--- config.mk ---
export PLATFORM = sky130hd
export DESIGN_NAME = result_drain
export DESIGN_NICKNAME = d
export VERILOG_FILES = /design/src/rtl/result_drain.sv
export SDC_FILE = /design/constraint.sdc
export NUM_CORES = 1
export LEC_CHECK = 0
export CAP_MARGIN = 20
export CORE_MARGIN = 1.5
export CORE_UTILIZATION = 49
export CTS_CLUSTER_SIZE = 16
export DETAILED_ROUTE_END_ITERATION = 6
export PLACE_DENSITY = 0.75
export SLEW_MARGIN = 40
export SYNTH_ARGS = -nofsm -noshare
export SYNTH_HDL_FRONTEND = slang
export SYNTH_SLANG_ARGS = --single-unit
--- constraint.sdc ---
create_clock -name clk -period 1.9 [get_ports clk]
set_input_delay 0.285 -clock clk [delete_from_list [all_inputs] [get_ports clk]]
set_output_delay 0.285 -clock clk [all_outputs]
set_load 0.005 [all_outputs]
--- src/rtl/result_drain.sv ---
// Collects a fixed number of PE results into a small first-word fall-through FIFO
// and drains them to a consumer; signals completion and sticky overflow.
module result_drain #(
    parameter int unsigned DEPTH = 4
) (
    input  logic        clk,
    input  logic        rst,
    input  logic        start,
    input  logic [7:0]  max_res,
    input  logic        se,
    input  logic [15:0] s_in,
    input  logic        sat_in,
    input  logic        r_ready,
    output logic        r_valid,
    output logic [15:0] r_data,
    output logic        r_sat,
    output logic        busy,
    output logic        done,
    output logic        ovf
);

    localparam int unsigned AW = $clog2(DEPTH);
    localparam int unsigned CW = AW + 1;
    localparam int unsigned EW = 17;

    typedef enum logic [1:0] {
        ST_IDLE  = 2'd0,
        ST_RUN   = 2'd1,
        ST_DRAIN = 2'd2
    } state_t;

    state_t          r_state;
    state_t          w_state_nxt;
    logic [7:0]      r_res_cntr;
    logic [7:0]      w_res_cntr_nxt;
    logic            r_ovf;
    logic            w_ovf_nxt;
    logic            r_done;
    logic            w_done_nxt;
    logic [AW-1:0]   r_wptr;
    logic [AW-1:0]   r_rptr;
    logic [CW-1:0]   r_count;
    logic [EW-1:0]   r_mem [DEPTH];

    logic            w_push_req;
    logic            w_pop;
    logic            w_full;
    logic            w_push;
    logic            w_nonempty;

    assign w_nonempty = (r_count != '0);
    assign w_full     = (r_count == CW'(DEPTH));
    assign w_push_req = (r_state == ST_RUN) && se;
    assign w_pop      = w_nonempty && r_ready;
    assign w_push     = w_push_req && (!w_full || w_pop);

    // State register and run bookkeeping
    always_ff @(posedge clk or posedge rst) begin
        if (rst) begin
            r_state    <= ST_IDLE;
            r_res_cntr <= 8'd0;
            r_ovf      <= 1'b0;
            r_done     <= 1'b0;
        end else begin
            r_state    <= w_state_nxt;
            r_res_cntr <= w_res_cntr_nxt;
            r_ovf      <= w_ovf_nxt;
            r_done     <= w_done_nxt;
        end
    end

    // Next-state: dropped pushes still consume a result slot so every run terminates
    always_comb begin
        w_state_nxt    = r_state;
        w_res_cntr_nxt = r_res_cntr;
        w_ovf_nxt      = r_ovf;
        w_done_nxt     = 1'b0;
        case (r_state)
            ST_IDLE: begin
                if (start) begin
                    w_ovf_nxt      = 1'b0;
                    w_res_cntr_nxt = max_res;
                    w_state_nxt    = (max_res == 8'd0) ? ST_DRAIN : ST_RUN;
                end
            end
            ST_RUN: begin
                if (se) begin
                    w_res_cntr_nxt = r_res_cntr - 8'd1;
                    if (!w_push) begin
                        w_ovf_nxt = 1'b1;
                    end
                    if (r_res_cntr == 8'd1) begin
                        w_state_nxt = ST_DRAIN;
                    end
                end
            end
            ST_DRAIN: begin
                if (!w_nonempty) begin
                    w_state_nxt = ST_IDLE;
                    w_done_nxt  = 1'b1;
                end
            end
            default: begin
                w_state_nxt = ST_IDLE;
            end
        endcase
    end

    // FIFO pointers and occupancy
    always_ff @(posedge clk or posedge rst) begin
        if (rst) begin
            r_wptr  <= '0;
            r_rptr  <= '0;
            r_count <= '0;
        end else begin
            if (w_push) begin
                r_wptr <= r_wptr + AW'(1);
            end
            if (w_pop) begin
                r_rptr <= r_rptr + AW'(1);
            end
            case ({w_push, w_pop})
                2'b10:   r_count <= r_count + CW'(1);
                2'b01:   r_count <= r_count - CW'(1);
                default: r_count <= r_count;
            endcase
        end
    end

    // Storage array; contents are don't-care until written
    always_ff @(posedge clk) begin
        if (w_push) begin
            r_mem[r_wptr] <= {sat_in, s_in};
        end
    end

    assign r_valid = w_nonempty;
    assign r_data  = w_nonempty ? r_mem[r_rptr][15:0] : 16'd0;
    assign r_sat   = w_nonempty ? r_mem[r_rptr][16]   : 1'b0;
    assign busy    = (r_state != ST_IDLE);
    assign done    = r_done;
    assign ovf     = r_ovf;

endmodule

==> results.txt <==
Hold Path Class: in -> async
PortBufs: 50
Setup-failing EPs final: 17
Top-count cell post-synth: edfxtp_1
Fin. Hold Viols: 0
Layout Utilization: 69.4%
Setup TNS: -2.72 ns
Clk root buf: clkbuf_8
Clk slew on worst S/H paths: 0.09 ns
Sequential Power Share: 35.3%
Number of nets in the layout: 373
DP HPWL: 4.82 mm
Initial antenna violation count: 0
Top FF cell, synth: edfxtp_1
Critical path data required time: 1.62 ns
Crit path max fanout: 5
Post-synth cell types: 41
Crit start category: flip-flop
R2R depth: 6
Die footprint: 8220 um2
GP Congestion: 0.775
Register bit total from synthesis: 87
Register area: 2520 um2
Sw Pwr: 2540 uW
Fin cells: 440
Cts hold-fix bufs: 0
Rel. slew slack: 70.5%
Initial Utilization: 51.4%
Fin crit share: 110%
Critical R2R Capture: r_mem[3][4]
CTS tree: yes
Cells after DPL: 406
Critical path type: reg -> out
Syn_nets: 279
Fmax: 479 MHz
Clk sinks: 87
Clock Power Share: 15.1%
Grt total ovfl: 0
Leak Pwr: 0.00189 uW
Diode count: 0
Clk Latency, worst-skew pair: 0.34 ns
Vias in the first global route: 2383
Fillers: 482
Outcome: finished with violations
Die Y: 90.7 um
Sw Ratio: 32.3%
Final WS setup: -0.187 ns
Synthesized area: 3760 um2
DP Area: 4650 um2
Clk buf depth: 2
Warnings from Yosys: 0
Post-Synthesis Cells: 242
DR vias: 2368
Wire length per cell: 17.4 um
Clock skew: 0.0146 ns
Area grow syn2layout: 35.2%
Final slew viol count: 0
Seq/Total Area, Yosys: 66.9%
Layout cells sized above 1: 33.7%
First-pass iteration count of the detailed router: 4
Post-synth EDFFs: 68
Worst Tran Pin Value: 0.438 ns
Cell-internal power: 5330 uW
Comb pwr share: 49.6%
Final WL: 7.66 mm
R2R Setup Slk: 0.05 ns
Post-synth top cells: 68 x edfxtp_1, 21 x and2_1, 19 x dfrtp_1
Total GRT Usage: 19.4%
Via/cell ratio: 5.38
Post-route cell area: 5090 um2
First-pass GRT wire length: 12.0 mm
Core Region: 7330 um2
Drt drc: 0
Max-cap violations: 0
Area of the multi-input gates: 1230 um2
RR Startpoint: r_count[0]
Failing checks: negative setup slack
I/O pin total: 51
Worst ir drop on vdd: 580 uV
RSZ-0062 raised after global routing: true
Largest net degree at the start of global routing: 22
Dpl ws: -0.115 ns
Critical Path AT: 1.80 ns
Num CTS Buffers: 9
Floorplan row count: 31
Pwr/cell area: 1550 nW/um2
H-tree levels: 3
Area leader, netlist: edfxtp_1
Iter 0 DRT Violations: 117
Die W: 90.7 um
Antenna Violating Nets Remaining: 0
Critical Path Source: r_rptr[0]
Fraction of registers with async set/reset: 21.8%
Share of the synthesized area in the top cell type: 54.2%
Syn_area_per_cell: 15.6 um2
Critical path endpoint: r_data[14]
Main area contributors after synthesis: edfxtp_1 54%, dfrtp_1 13%, mux4_2 10%
Tmin final: 2.09 ns
CP Capture Type: output pin
[state kept, by name, indices dropped and copies added, names as in the netlist]
signal and cells:
r_count 3, r_res_cntr 8, done 1, r_rptr 2, r_state 2, r_mem 68, r_wptr 2, ovf 1
[worst min-delay path by stage]
stage               slack, ns          to  cells past startpoint  startpoint
finish                   0.25  r_state[0]                      3         rst
global route             0.30  r_count[2]                      3         rst
CTS                      0.25        done                      3         rst
detailed placement       0.54         ovf                      2         ovf
global placement         0.53         ovf                      2         ovf
floorplan                0.24        done                      1         rst
[through the flow]
step | power, uW | hold slack (ns)
after CTS | 7570 | 0.245
after detailed placement | 6020 | 0.539
after floorplan | 4540 | 0.236
after global routing | 8350 | 0.301
after global placement | 5910 | 0.525
final | 7870 | 0.249
[worst max-delay path, stage by stage, from the launching register on]
cell and delay (ns):
dfrtp_1 0.44, buf_6 0.17, buf_4 0.11, mux4_2 0.47, and2_1 0.16, buf_2 0.12
[cells in the final DEF, fill, tap and decap left out, types with 2 or more instances in the layout]
cell,Yosys,final
buf_6,0,26
buf_4,1,17
dfrtp_1,19,18
o221ai_1,2,2
and2_4,0,12
nor2_1,8,8
clkbuf_8,0,9
a21oi_1,8,8
or3_1,3,2
buf_2,3,5
inv_1,10,10
nand2_1,14,14
xnor2_1,4,4
clkinv_4,0,2
o21ai_0,7,7
o211ai_1,2,2
or3_4,0,2
and2_2,0,4
nand3_1,4,3
nor4_1,3,3
inv_6,0,2
a2bb2oi_1,4,4
nand4_1,3,3
and2_1,21,5
a31oi_1,2,2
mux4_2,17,17
a21o_1,2,2
ha_1,6,6
nand2b_1,3,3
mux2i_1,2,2
edfxtp_1,68,68
clkdlybuf4s50_1,0,32
buf_12,0,10
nor3_1,4,4
[power groups by stage]
stage	sequential, uW	combinational (uW)	clock [uW]
finish	2780	3900	1190
global route	2820	4230	1290
global placement	2740	3170	0
floorplan	2740	1800	0
detailed placement	2760	3250	0
CTS	2750	3620	1200
[cell type report]
type / instances / area share, %
Tap cell: 99 / 2.43
Sequential cell: 87 / 49.5
Inverter: 10 / 0.738
Timing Repair Buffer: 92 / 19.6
Multi-Input combinational cell: 136 / 24.1
Clock inverter: 6 / 1.06
Clock buffer: 10 / 2.51
[per-layer routing]
layer,GRT usage [%],up-vias,share of wire (%)
met2,32.0,46,52
met3,3.28,14,2.7
met5,0,-,0
met1,25.5,1188,44
met4,8.33,0,1.8
li1,-,1120,-
[kinds of logic after synthesis]
| kind of cell | after synthesis | share of synthesized area [%] |
|---|---|---|
| AO/OA/AOI/OAI | 33 | 5.82 |
| XOR/XNOR | 5 | 1.16 |
| adder cells (fa/ha/maj) | 7 | 2.53 |
| buffers and inverters | 21 | 2.29 |
| flip-flops | 87 | 66.9 |
| multiplexers | 19 | 10.7 |
| AND/OR/NAND/NOR | 70 | 10.6 |
[repair_timing]
item / in CTS / in global routing
setup endpoints to repair: 18 / 20
gates cloned: 1 / 2
buffers inserted: 14 / 1
pin swaps: 12 / 7
gates resized for setup: 95 / 16
Note: power is estimated with default switching activity, not from simulation.
